==> config.mk <==
export PLATFORM = sky130hd
export DESIGN_NAME = mem_stage
export DESIGN_NICKNAME = d
export VERILOG_FILES = /design/src/rtl/mem_stage.sv
export SDC_FILE = /design/constraint.sdc
export NUM_CORES = 1
export LEC_CHECK = 0
export BUFFER_PORTS_ARGS = -buffer_cell sky130_fd_sc_hd__buf_2
export CAP_MARGIN = 20
export CORE_AREA = 2 2 161 163
export DETAILED_ROUTE_END_ITERATION = 12
export DIE_AREA = 0 0 163 165
export PLACE_DENSITY = 0.54
export SYNTH_ARGS = -nofsm -noshare
export SYNTH_HDL_FRONTEND = slang
export SYNTH_SLANG_ARGS = --single-unit
==> constraint.sdc <==
create_clock -name clk -period 1.9 [get_ports clk]
set_clock_uncertainty 0.2 [all_clocks]
set_input_delay 0 -clock clk [delete_from_list [all_inputs] [get_ports clk]]
set_output_delay 0 -clock clk [all_outputs]
set_load 0.01 [all_outputs]
==> src/rtl/mem_stage.sv <==
// Memory-access stage: issues load/store requests to a variable-latency data
// memory, aligns/extends load data and forms the MEM->WB bus.
module mem_stage #(
    parameter int ADDR_W = 32
) (
    input  logic              clk,
    input  logic              resetn,
    input  logic              MEM_valid,
    input  logic [155:0]      EXE_MEM_bus_r,
    input  logic              WB_allow_in,
    output logic              MEM_over,
    output logic [118:0]      MEM_WB_bus,
    output logic [4:0]        MEM_wdest,
    output logic [31:0]       MEM_pc,
    output logic              dm_req,
    output logic              dm_wr,
    output logic [ADDR_W-1:0] dm_addr,
    output logic [3:0]        dm_wstrb,
    output logic [31:0]       dm_wdata,
    input  logic              dm_addr_ok,
    input  logic [31:0]       dm_rdata,
    input  logic              dm_data_ok
);

    typedef enum logic [1:0] {
        IDLE,
        REQ,
        WAIT,
        DONE
    } state_t;

    state_t      state;
    logic [31:0] rdata_r;

    logic [5:0]  mem_control;
    logic [31:0] store_data;
    logic [31:0] exe_result;
    logic [4:0]  rf_wdest;
    logic [31:0] pc;

    assign mem_control = EXE_MEM_bus_r[155:150];
    assign store_data  = EXE_MEM_bus_r[149:118];
    assign exe_result  = EXE_MEM_bus_r[117:86];
    assign rf_wdest    = EXE_MEM_bus_r[36:32];
    assign pc          = EXE_MEM_bus_r[31:0];

    // mem_control[0] is reserved and deliberately has no effect.
    logic unused_bits;
    assign unused_bits = EXE_MEM_bus_r[150];

    logic       is_load;
    logic       is_store;
    logic       size_byte;
    logic       size_half;
    logic       size_word;
    logic       sign_ext;
    logic [1:0] off;
    logic       mem_access;
    logic       addr_err;

    assign is_load    = mem_control[5];
    assign is_store   = mem_control[4];
    assign size_byte  = (mem_control[3:2] == 2'b00);
    assign size_half  = (mem_control[3:2] == 2'b01);
    assign size_word  = mem_control[3];
    assign sign_ext   = mem_control[1];
    assign off        = exe_result[1:0];

    assign mem_access = MEM_valid & (is_load | is_store);
    assign addr_err   = mem_access & ((size_half & off[0]) | (size_word & (off != 2'b00)));

    // Sequencing of one memory transaction; rdata_r keeps load data until writeback takes it.
    always_ff @(posedge clk or negedge resetn) begin
        if (!resetn) begin
            state   <= IDLE;
            rdata_r <= 32'h0;
        end else begin
            case (state)
                IDLE: begin
                    if (mem_access && !addr_err) begin
                        state <= dm_addr_ok ? WAIT : REQ;
                    end
                end
                REQ: begin
                    if (dm_addr_ok) begin
                        state <= WAIT;
                    end
                end
                WAIT: begin
                    if (dm_data_ok) begin
                        rdata_r <= dm_rdata;
                        state   <= DONE;
                    end
                end
                DONE: begin
                    if (MEM_over && WB_allow_in) begin
                        state <= IDLE;
                    end
                end
                default: state <= IDLE;
            endcase
        end
    end

    // The IDLE request is combinational so a zero-wait memory can accept it in cycle 0.
    assign dm_req = resetn & (((state == IDLE) & mem_access & ~addr_err) | (state == REQ));
    assign dm_wr  = MEM_valid & is_store;
    assign dm_addr = ADDR_W'({exe_result[31:2], 2'b00});

    always_comb begin
        dm_wstrb = 4'h0;
        dm_wdata = store_data;
        if (size_byte) begin
            dm_wstrb = 4'b0001 << off;
            dm_wdata = {4{store_data[7:0]}};
        end else if (size_half) begin
            dm_wstrb = 4'b0011 << off;
            dm_wdata = {2{store_data[15:0]}};
        end else begin
            dm_wstrb = 4'hF;
            dm_wdata = store_data;
        end
        if (!dm_wr) begin
            dm_wstrb = 4'h0;
        end
    end

    logic [7:0]  byte_data;
    logic [15:0] half_data;
    logic [31:0] load_data;

    assign byte_data = rdata_r[{off, 3'b000} +: 8];
    assign half_data = rdata_r[{off[1], 4'b0000} +: 16];

    always_comb begin
        load_data = rdata_r;
        if (size_byte) begin
            load_data = {{24{sign_ext & byte_data[7]}}, byte_data};
        end else if (size_half) begin
            load_data = {{16{sign_ext & half_data[15]}}, half_data};
        end
    end

    logic [31:0] mem_result;
    assign mem_result = (is_load & ~addr_err) ? load_data : exe_result;

    assign MEM_over   = MEM_valid & (~(is_load | is_store) | addr_err | (state == DONE));
    assign MEM_WB_bus = {addr_err, mem_result, EXE_MEM_bus_r[85:0]};
    assign MEM_wdest  = rf_wdest & {5{MEM_valid}};
    assign MEM_pc     = pc;

endmodule

After elaboration in Yosys (flattened, before gate mapping):

Index checks and enable logic that the tools add are counted.
W data, S select, Z words.

* output and inout port bits: 227
* logic and storage cells: 56
* bits in registers: 34

* reduce and logical (&&, ||, !) cells: 8
* equality and inequality tests: 8
* muxes and demuxes: 14
* bitwise gates (word level): 20
* shift-type cells: 4

Operators by type and width (number)
* $mux W32: 5
* $shiftx A32 B6 Y16: 1
* $shiftx A32 B6 Y8: 1
* $and A1 B1 Y1: 12
* $mux W4: 3
* $mux W2: 5
* $ne A2 B2 Y1 const B: 4
* $pmux W2 S4: 1
* $and A5 B5 Y5: 1
* $or A1 B1 Y1: 5
* $eq A2 B1 Y1 const B: 2
* $eq A2 B2 Y1 const B: 2
* $logic_not A2 Y1: 2
* $reduce_and A4 Y1: 1
* $shl A1 B2 Y4 const A: 1
* $shl A2 B2 Y4 const A: 1
* $logic_and A1 B1 Y1: 2
* $not A1 Y1: 2
* $reduce_and A2 Y1: 1
* $reduce_bool A2 Y1: 1
* $logic_not A1 Y1: 1

Logic depth before layout (Yosys ltp):

Gate-level depths: netlist (run 1).

* depth in word-level cells: 10
* depth in mapped cells: 8
* mapped depth without buffers: 6

Worst setup path after synthesis (run 1):

Ideal clock, no wire load.

* path type: register to register
* start point: register state[0]
* end point: register rdata_r[0]
* arrival: 1.465 ns
* slack: 0.110 ns
* cell stages (with the launch flop): 6
* clock period less this slack: 1.790 ns
* required time: 1.575 ns
* cell sequence: dfrtp_1 > inv_1 > ha_1 > nand2_1 > buf_1 > mux2_2

* cells in the longest elaborated chain, start to end: 2

Ends and longest elaborated chain
* start: declaration: RTL line 32 `state_t state;`
* start signal: assignment: RTL line 81 `state <= dm_addr_ok ? WAIT : REQ;`
* $eq A2 B2 Y1: RTL line 78 `case (state)`
* $reduce_and A2 Y1 (no line)
* end signal: assignment: RTL line 91 `rdata_r <= dm_rdata;`
* end: declaration: RTL line 33 `logic [31:0] rdata_r;`

Every way passes these cells.
A chain may end at the register's enable or synchronous reset.

Worst setup path in the final report (run 1):

* start point: register rdata_r[15]
* end point: output MEM_WB_bus[115]

* cells in the longest elaborated chain, start to end: 5
* elaborated cells on any way between the ends: 7

Ends and longest elaborated chain
* $shiftx A32 B6 Y16: RTL line 133 `assign half_data = rdata_r[{off[1], 4'b0000} +: 16];`
* $and A1 B1 Y1: RTL line 140 `load_data = {{16{sign_ext & half_data[15]}}, half_data};`
* $mux W32: RTL line 139 `end else if (size_half) begin`
* $mux W32 *: RTL line 137 `if (size_byte) begin`
* $mux W32 *: RTL line 145 `assign mem_result = (is_load & ~addr_err) ? load_data : exe_result;`
* end: declaration: RTL line 12 `output logic [118:0] MEM_WB_bus,`

Mark *: on every way between the ends. The rest lies on a longest branch, timed or not.

==> run summary, run 1 <==
status -> complete, but fails checks
violations in the final reports -> setup timing
Layout Utilization -> 23.83%
floorplan core area -> 0.02504 sq mm
Worst Setup Slack, final -> -32.69 ps
leading cell type in the layout, fill and taps excluded -> sky130_fd_sc_hd__buf_2
average vias per placed instance -> 3.954
area growth from synthesis to final layout -> 43.90%
Cell Area, Synth -> 0.004146 sq mm
clock tree sinks -> 34
drt wl/cell -> 18.99 um
ratio of cells with drive above 1 in the final layout -> 48.02%
die outline height -> 165 um
WS Path Type -> reg -> out
maximum root-to-sink buffer count -> 2
number of nets in the final layout -> 882
maximum vdd drop -> 0.3513 mV
detailed-router iteration count before antenna repair -> 4
post-synthesis async set-or-reset flop share -> 100.0%
max-slew violation count -> 0
register clock-pin slew on the reported worst setup and hold paths -> 50 ps
final setup fails -> 12
routability congestion estimate from global placement -> 0.7522
TritonCTS clock tree -> done
fillcell total -> 2,773
worst hold-check path type -> in -> out
CP endpoint kind -> output pin
initial DRC count -> 225
number of different library cells in the post-synthesis netlist -> 38
vias in the first global route -> 4,011
total of warnings raised by yosys -> 0
I/O Buffers -> 223
per-instance average area after synthesis -> 8.377 sq um
static leakage -> 2.850 nW
Tcrit/Tclk final -> 101.7%
maximum clock frequency -> 517.4 MHz
initial antenna violation count -> 3
later-pin clock latency in the skew report -> 270 ps
Die Span X -> 163 um
global-route congestion overflow total -> 0
total wire length after detailed routing -> 19.24 mm
endpoint required time on the critical path -> 1700 ps
setup repair after global routing missed its margin -> true
CTS H-tree lvls -> 2
detailed-route via count -> 4,005
Critical Path AT -> 1730 ps
clock buffers created by TritonCTS -> 5
power density of the placed cells -> 832.9 mW/mm^2
post-route antenna net violation count -> 0
most frequent cells in the layout -> 221 x sky130_fd_sc_hd__buf_2, 117 x sky130_fd_sc_hd__dlygate4sd3_1, 65 x sky130_fd_sc_hd__nand2_1
post-layout min period -> 1933 ps
post-DP HPWL -> 15.49 mm
final hold vios -> 0
standard-cell rows -> 58
effective utilization at floorplan -> 16.56%
number of enable flip-flop cells after synthesis -> 0
max capacitance violation total -> 0
Overall Global Routing Usage -> 13.28%
clock root buffer -> sky130_fd_sc_hd__clkbuf_16
total power -> 0.004970 W
pin count of the biggest net entering global routing -> 35
residual DRC count -> 0
wire length of the first global-routing pass -> 26.13 mm
category of the worst setup path launch point -> register
synthesized instance count -> 495
ports placed on the boundary -> 421
total die area -> 0.02690 sq mm
Max FO, Critical Path -> 8
register bit count reported by yosys -> 34
most frequently used flop master after synthesis -> sky130_fd_sc_hd__dfrtp_1
sequential fraction of the synthesis area -> 20.52%
## Yosys cell counts (all sizes together) (3+ instances only)
| library cell | number | area [sq um] |
|---|---|---|
| a21o | 5 | 37.54 |
| a21oi | 31 | 200.2 |
| a31oi | 6 | 37.54 |
| and2 | 5 | 31.28 |
| buf | 176 | 1289 |
| clkbuf | 9 | 33.78 |
| dfrtp | 34 | 850.8 |
| ha | 8 | 100.1 |
| inv | 11 | 41.29 |
| mux2 | 51 | 574.3 |
| mux2i | 19 | 190.2 |
| mux4 | 5 | 116.4 |
| nand2 | 65 | 244.0 |
| nor2 | 30 | 112.6 |
| o211ai | 3 | 22.52 |
| o21ai | 12 | 63.81 |
| o22a | 8 | 70.07 |
## cells by family after synthesis
logic type	after synthesis	share of synthesized area (%)
buffers and inverters	196	32.89
AND/OR/NAND/NOR	110	10.95
adder cells (fa/ha/maj)	8	2.414
other	1	0.09044
flip-flops	34	20.52
multiplexers	75	21.24
AO/OA/AOI/OAI	71	11.89
## critical path, cell delays in order, from the launching register on
cell and delay, ps:
sky130_fd_sc_hd__dfrtp_1 350, sky130_fd_sc_hd__mux2i_1 90, sky130_fd_sc_hd__mux2_4 320, sky130_fd_sc_hd__o31a_4 390, sky130_fd_sc_hd__a21oi_2 140, sky130_fd_sc_hd__buf_2 150
## metrics by stage
stage	cell area, sq um	setup WS (ps)	hold WS (ps)	instances	setup TNS, ps
3_5_place_dp	4534	122.6	-199.9	880	0
2_1_floorplan	4150	110.2	-495.6	496	0
4_1_cts	5914	-151.7	1.492	1010	-1073
5_1_grt	5967	-109.8	4.011	1013	-1383
6_report	5967	-32.69	0.6738	1013	-153.1
3_3_place_gp	4534	140.5	-199.9	880	0
## what timing repair did
item                                    CTS  global route
gates resized for setup                   4             9
cloned                                    1             0
hold endpoints to repair                183             0
hold buffers                            117             0
setup buffers                             4             1
pin swaps                                 4             3
endpoints found under the setup margin   23            30
## layer usage
metal | up-vias | routed length [um] | global-route usage, %
met3 | 20 | 1494 | 3.214
li1 | 1868 | - | -
met4 | 2 | 374 | 4.103
met1 | 1877 | 7932 | 16.57
met5 | - | 13 | 0
met2 | 238 | 9422 | 22.57
## state kept, by name, indices dropped and copies added, names as in the netlist
name / count
state: 2
rdata_r: 32
## area by class of cell
class                           instances  area (sq um)  area share, %
Antenna cell                            2         5.005        0.08388
Clock buffer                            7         142.6          2.390
Clock inverter                          1         5.005        0.08388
Inverter                               11         41.29         0.6920
Multi-Input combinational cell        267          2002          33.55
Sequential cell                        34         850.8          14.26
Tap cell                              330         412.9          6.920
Timing Repair Buffer                  361          2507          42.02
## path summary, 6_finish.rpt
path                                    from               to  slack (ps)  cells after the start
max                              rdata_r[15]  MEM_WB_bus[115]         -30                      5
max reg2reg                         state[0]       rdata_r[3]         190                      5
min reg2reg                      rdata_r[10]      rdata_r[10]         320                      1
min                        EXE_MEM_bus_r[32]   MEM_WB_bus[32]         0.7                      2
max in group asynchronous             resetn       rdata_r[9]        1050                      3
min in group asynchronous             resetn      rdata_r[13]         140                      3
## report_power, final
| group | internal (W) | leakage [nW] | switching (W) |
|---|---|---|---|
| logic | 0.00138 | 2.37 | 0.00132 |
| clock network | 0.000519 | 0.0739 | 0.000285 |
| registers | 0.00111 | 0.402 | 0.000361 |
Power figures use the tool's default switching activity.
==> run 2, diff against run 1 <==
- CORE_AREA: 2 2 161 163 -> 2 2 163 165
- DIE_AREA: 0 0 163 165 -> 0 0 165 167
- PLACE_DENSITY: 0.54 -> 0.53
- RECOVER_POWER: unset -> 50
==> run 2 against run 1 <==
Against the previous run:
- the flow still finishes with violations (setup timing)
- non-clock buffer count unchanged
- clock power rose by 3.6%
- count of clock-buffer cells in the layout unchanged
- largest power group unchanged
- maximum frequency shrank 1.9%
- final cell count rose by 0.49%
- power shrank 0.91%
- sequential cell count is the same
==> run summary, run 2 (synthesized netlist as in run 1, its figures left out) <==
pin count of the biggest net entering global routing -> 27 (was 35)
clock root buffer -> sky130_fd_sc_hd__clkbuf_16 (unchanged)
global-route congestion overflow total -> 0 (unchanged)
status -> complete, but fails checks (unchanged)
total length of routed met3 wires -> 1.506 mm (was 1.494 mm)
clock tree sinks -> 34 (unchanged)
Layout Utilization -> 22.93% (was 23.83%)
Post-Place Cell Area -> 0.004568 sq mm (was 0.004534 sq mm)
residual DRC count -> 0 (unchanged)
register clock-pin slew on the reported worst setup and hold paths -> 50 ps (about the same)
detailed-route via count -> 4,044 (was 4,005)
effective utilization at floorplan -> 16.09% (was 16.56%)
clock buffers created by TritonCTS -> 5 (unchanged)
power density of the placed cells -> 833.6 mW/mm^2 (was 832.9 mW/mm^2)
total length of routed met2 wires -> 10.51 mm (was 9.422 mm)
Max FO, Critical Path -> 8 (unchanged)
postcts setup bufs -> 0 (was 4)
wire length of the first global-routing pass -> 27.20 mm (was 26.13 mm)
CTS H-tree lvls -> 2 (unchanged)
ports placed on the boundary -> 421 (unchanged)
ratio of cells with drive above 1 in the final layout -> 41.70% (was 48.02%)
Setup crit start -> rdata_r[31] (was rdata_r[15])
detailed-router iteration count before antenna repair -> 4 (unchanged)
post-layout min period -> 1969 ps (was 1933 ps)
initial antenna violation count -> 3 (unchanged)
category of the worst setup path launch point -> register (unchanged)
Tcrit/Tclk final -> 103.6% (was 101.7%)
most frequent cells in the layout -> 176 x sky130_fd_sc_hd__buf_2, 117 x sky130_fd_sc_hd__dlygate4sd3_1, 64 x sky130_fd_sc_hd__nand2_1 (was 221 x sky130_fd_sc_hd__buf_2, 117 x sky130_fd_sc_hd__dlygate4sd3_1, 65 x sky130_fd_sc_hd__nand2_1)
total power -> 0.004925 W (was 0.004970 W)
CP endpoint kind -> output pin (unchanged)
routability congestion estimate from global placement -> 0.7927 (was 0.7522)
I/O Buffers -> 223 (unchanged)
max capacitance violation total -> 0 (unchanged)
later-pin clock latency in the skew report -> 280 ps (was 270 ps)
post-DP HPWL -> 16.19 mm (was 15.49 mm)
final design instance area without fill -> 0.005908 sq mm (was 0.005967 sq mm)
static leakage -> 2.721 nW (was 2.850 nW)
post-route antenna net violation count -> 0 (unchanged)
maximum root-to-sink buffer count -> 2 (unchanged)
maximum clock frequency -> 507.8 MHz (was 517.4 MHz)
average vias per placed instance -> 3.972 (was 3.954)
pre-CTS WS -> 155.7 ps (was 122.6 ps)
leading cell type in the layout, fill and taps excluded -> sky130_fd_sc_hd__buf_2 (unchanged)
die outline height -> 167 um (was 165 um)
hold wc startpoint -> EXE_MEM_bus_r[107] (was EXE_MEM_bus_r[32])
top register by number of flip-flops -> rdata_r (unchanged)
area growth from synthesis to final layout -> 42.49% (was 43.90%)
setup repair after global routing missed its margin -> true (unchanged)
Top Registers -> rdata_r: 32 flops, state: 2 flops (unchanged)
Overall Global Routing Usage -> 13.63% (was 13.28%)
drt wl/cell -> 19.80 um (was 18.99 um)
fillcell total -> 2,845 (was 2,773)
TritonCTS clock tree -> done (unchanged)
max reg flops -> 32 (unchanged)
endpoint required time on the critical path -> 1700 ps (about the same)
final setup fails -> 16 (was 12)
max-slew violation count -> 0 (unchanged)
WS Path Type -> reg -> out (unchanged)
violations in the final reports -> setup timing (unchanged)
Die Span X -> 165 um (was 163 um)
worst hold-check path type -> in -> out (unchanged)
total die area -> 0.02756 sq mm (was 0.02690 sq mm)
uppermost routed layer -> met5 (unchanged)
Worst Setup Slack, final -> -69.27 ps (was -32.69 ps)
final hold vios -> 0 (unchanged)
initial DRC count -> 119 (was 225)
maximum vdd drop -> 0.3717 mV (was 0.3513 mV)
number of nets in the final layout -> 882 (unchanged)
vias in the first global route -> 4,074 (was 4,011)
standard-cell rows -> 59 (was 58)
Critical Path AT -> 1770 ps (was 1730 ps)
Hold Worst Slack -> 20.35 ps (was 0.6738 ps)
floorplan core area -> 0.02576 sq mm (was 0.02504 sq mm)
Routed met1 length -> 8.035 mm (was 7.932 mm)
startpoint of the worst register-to-register path -> state[0] (unchanged)
total wire length after detailed routing -> 20.16 mm (was 19.24 mm)
[run 2: cell count changes in the layout (fill, tap and decap cells not counted), sizes merged]
cell and delta:
buf -44, clkbuf +44
[run 2: timing repair]
action | in CTS | in global routing
gates cloned | 1 | 0
hold buffers | 117 | 0
endpoints found under the hold margin | 182 | 0
endpoints found under the setup margin | 16 | 26
pin swaps | 2 | 2
resized for setup | 6 | 9
[run 2: report_power, final]
group | leakage, nW | switching [W] | internal, W
combinational | 2.24 | 0.00128 | 0.00135
sequential | 0.402 | 0.000349 | 0.00110
clock | 0.0739 | 0.000313 | 0.000520
[run 2: path summary, 6_finish.rpt]
kind / endpoint / slack, ps / cells after the start
max in group asynchronous: rdata_r[23] / 580 / 3
worst max register to register: rdata_r[28] / 170 / 5
worst max-delay path: MEM_WB_bus[117] / -70 / 5
worst min register to register: rdata_r[10] / 320 / 1
worst min-delay path: dm_addr[21] / 20 / 2
min in group asynchronous: rdata_r[14] / 160 / 3
[run 2: area by class of cell]
cell class | count | area (sq um) | share of cell area (%)
Timing Repair Buffer | 361 | 2446 | 41.40
Multi-Input combinational cell | 267 | 1998 | 33.82
Sequential cell | 34 | 850.8 | 14.40
Tap cell | 335 | 419.2 | 7.094
Clock buffer | 7 | 142.6 | 2.414
Inverter | 11 | 41.29 | 0.6989
Clock inverter | 1 | 5.005 | 0.08471
Antenna cell | 2 | 5.005 | 0.08471
[run 2: critical path, stage by stage, from the launching register on]
cell,delay (ps)
sky130_fd_sc_hd__dfrtp_1,370
sky130_fd_sc_hd__mux2i_1,100
sky130_fd_sc_hd__mux2_4,320
sky130_fd_sc_hd__o31a_4,390
sky130_fd_sc_hd__a21oi_2,160
sky130_fd_sc_hd__buf_2,140
[run 2: per-stage QoR]
stage	instances	setup TNS (ps)
after floorplan	496	0
after global placement	890	0
after detailed placement	890	0
after CTS	1016	-1324
after global routing	1018	-2786
final	1018	-555.9
[run 2: routing by layer]
metal	GRT usage, %	vias to the layer above
met5	0	-
met1	16.00	1924
met3	3.686	8
met4	1.701	2
met2	25.11	237
li1	-	1873
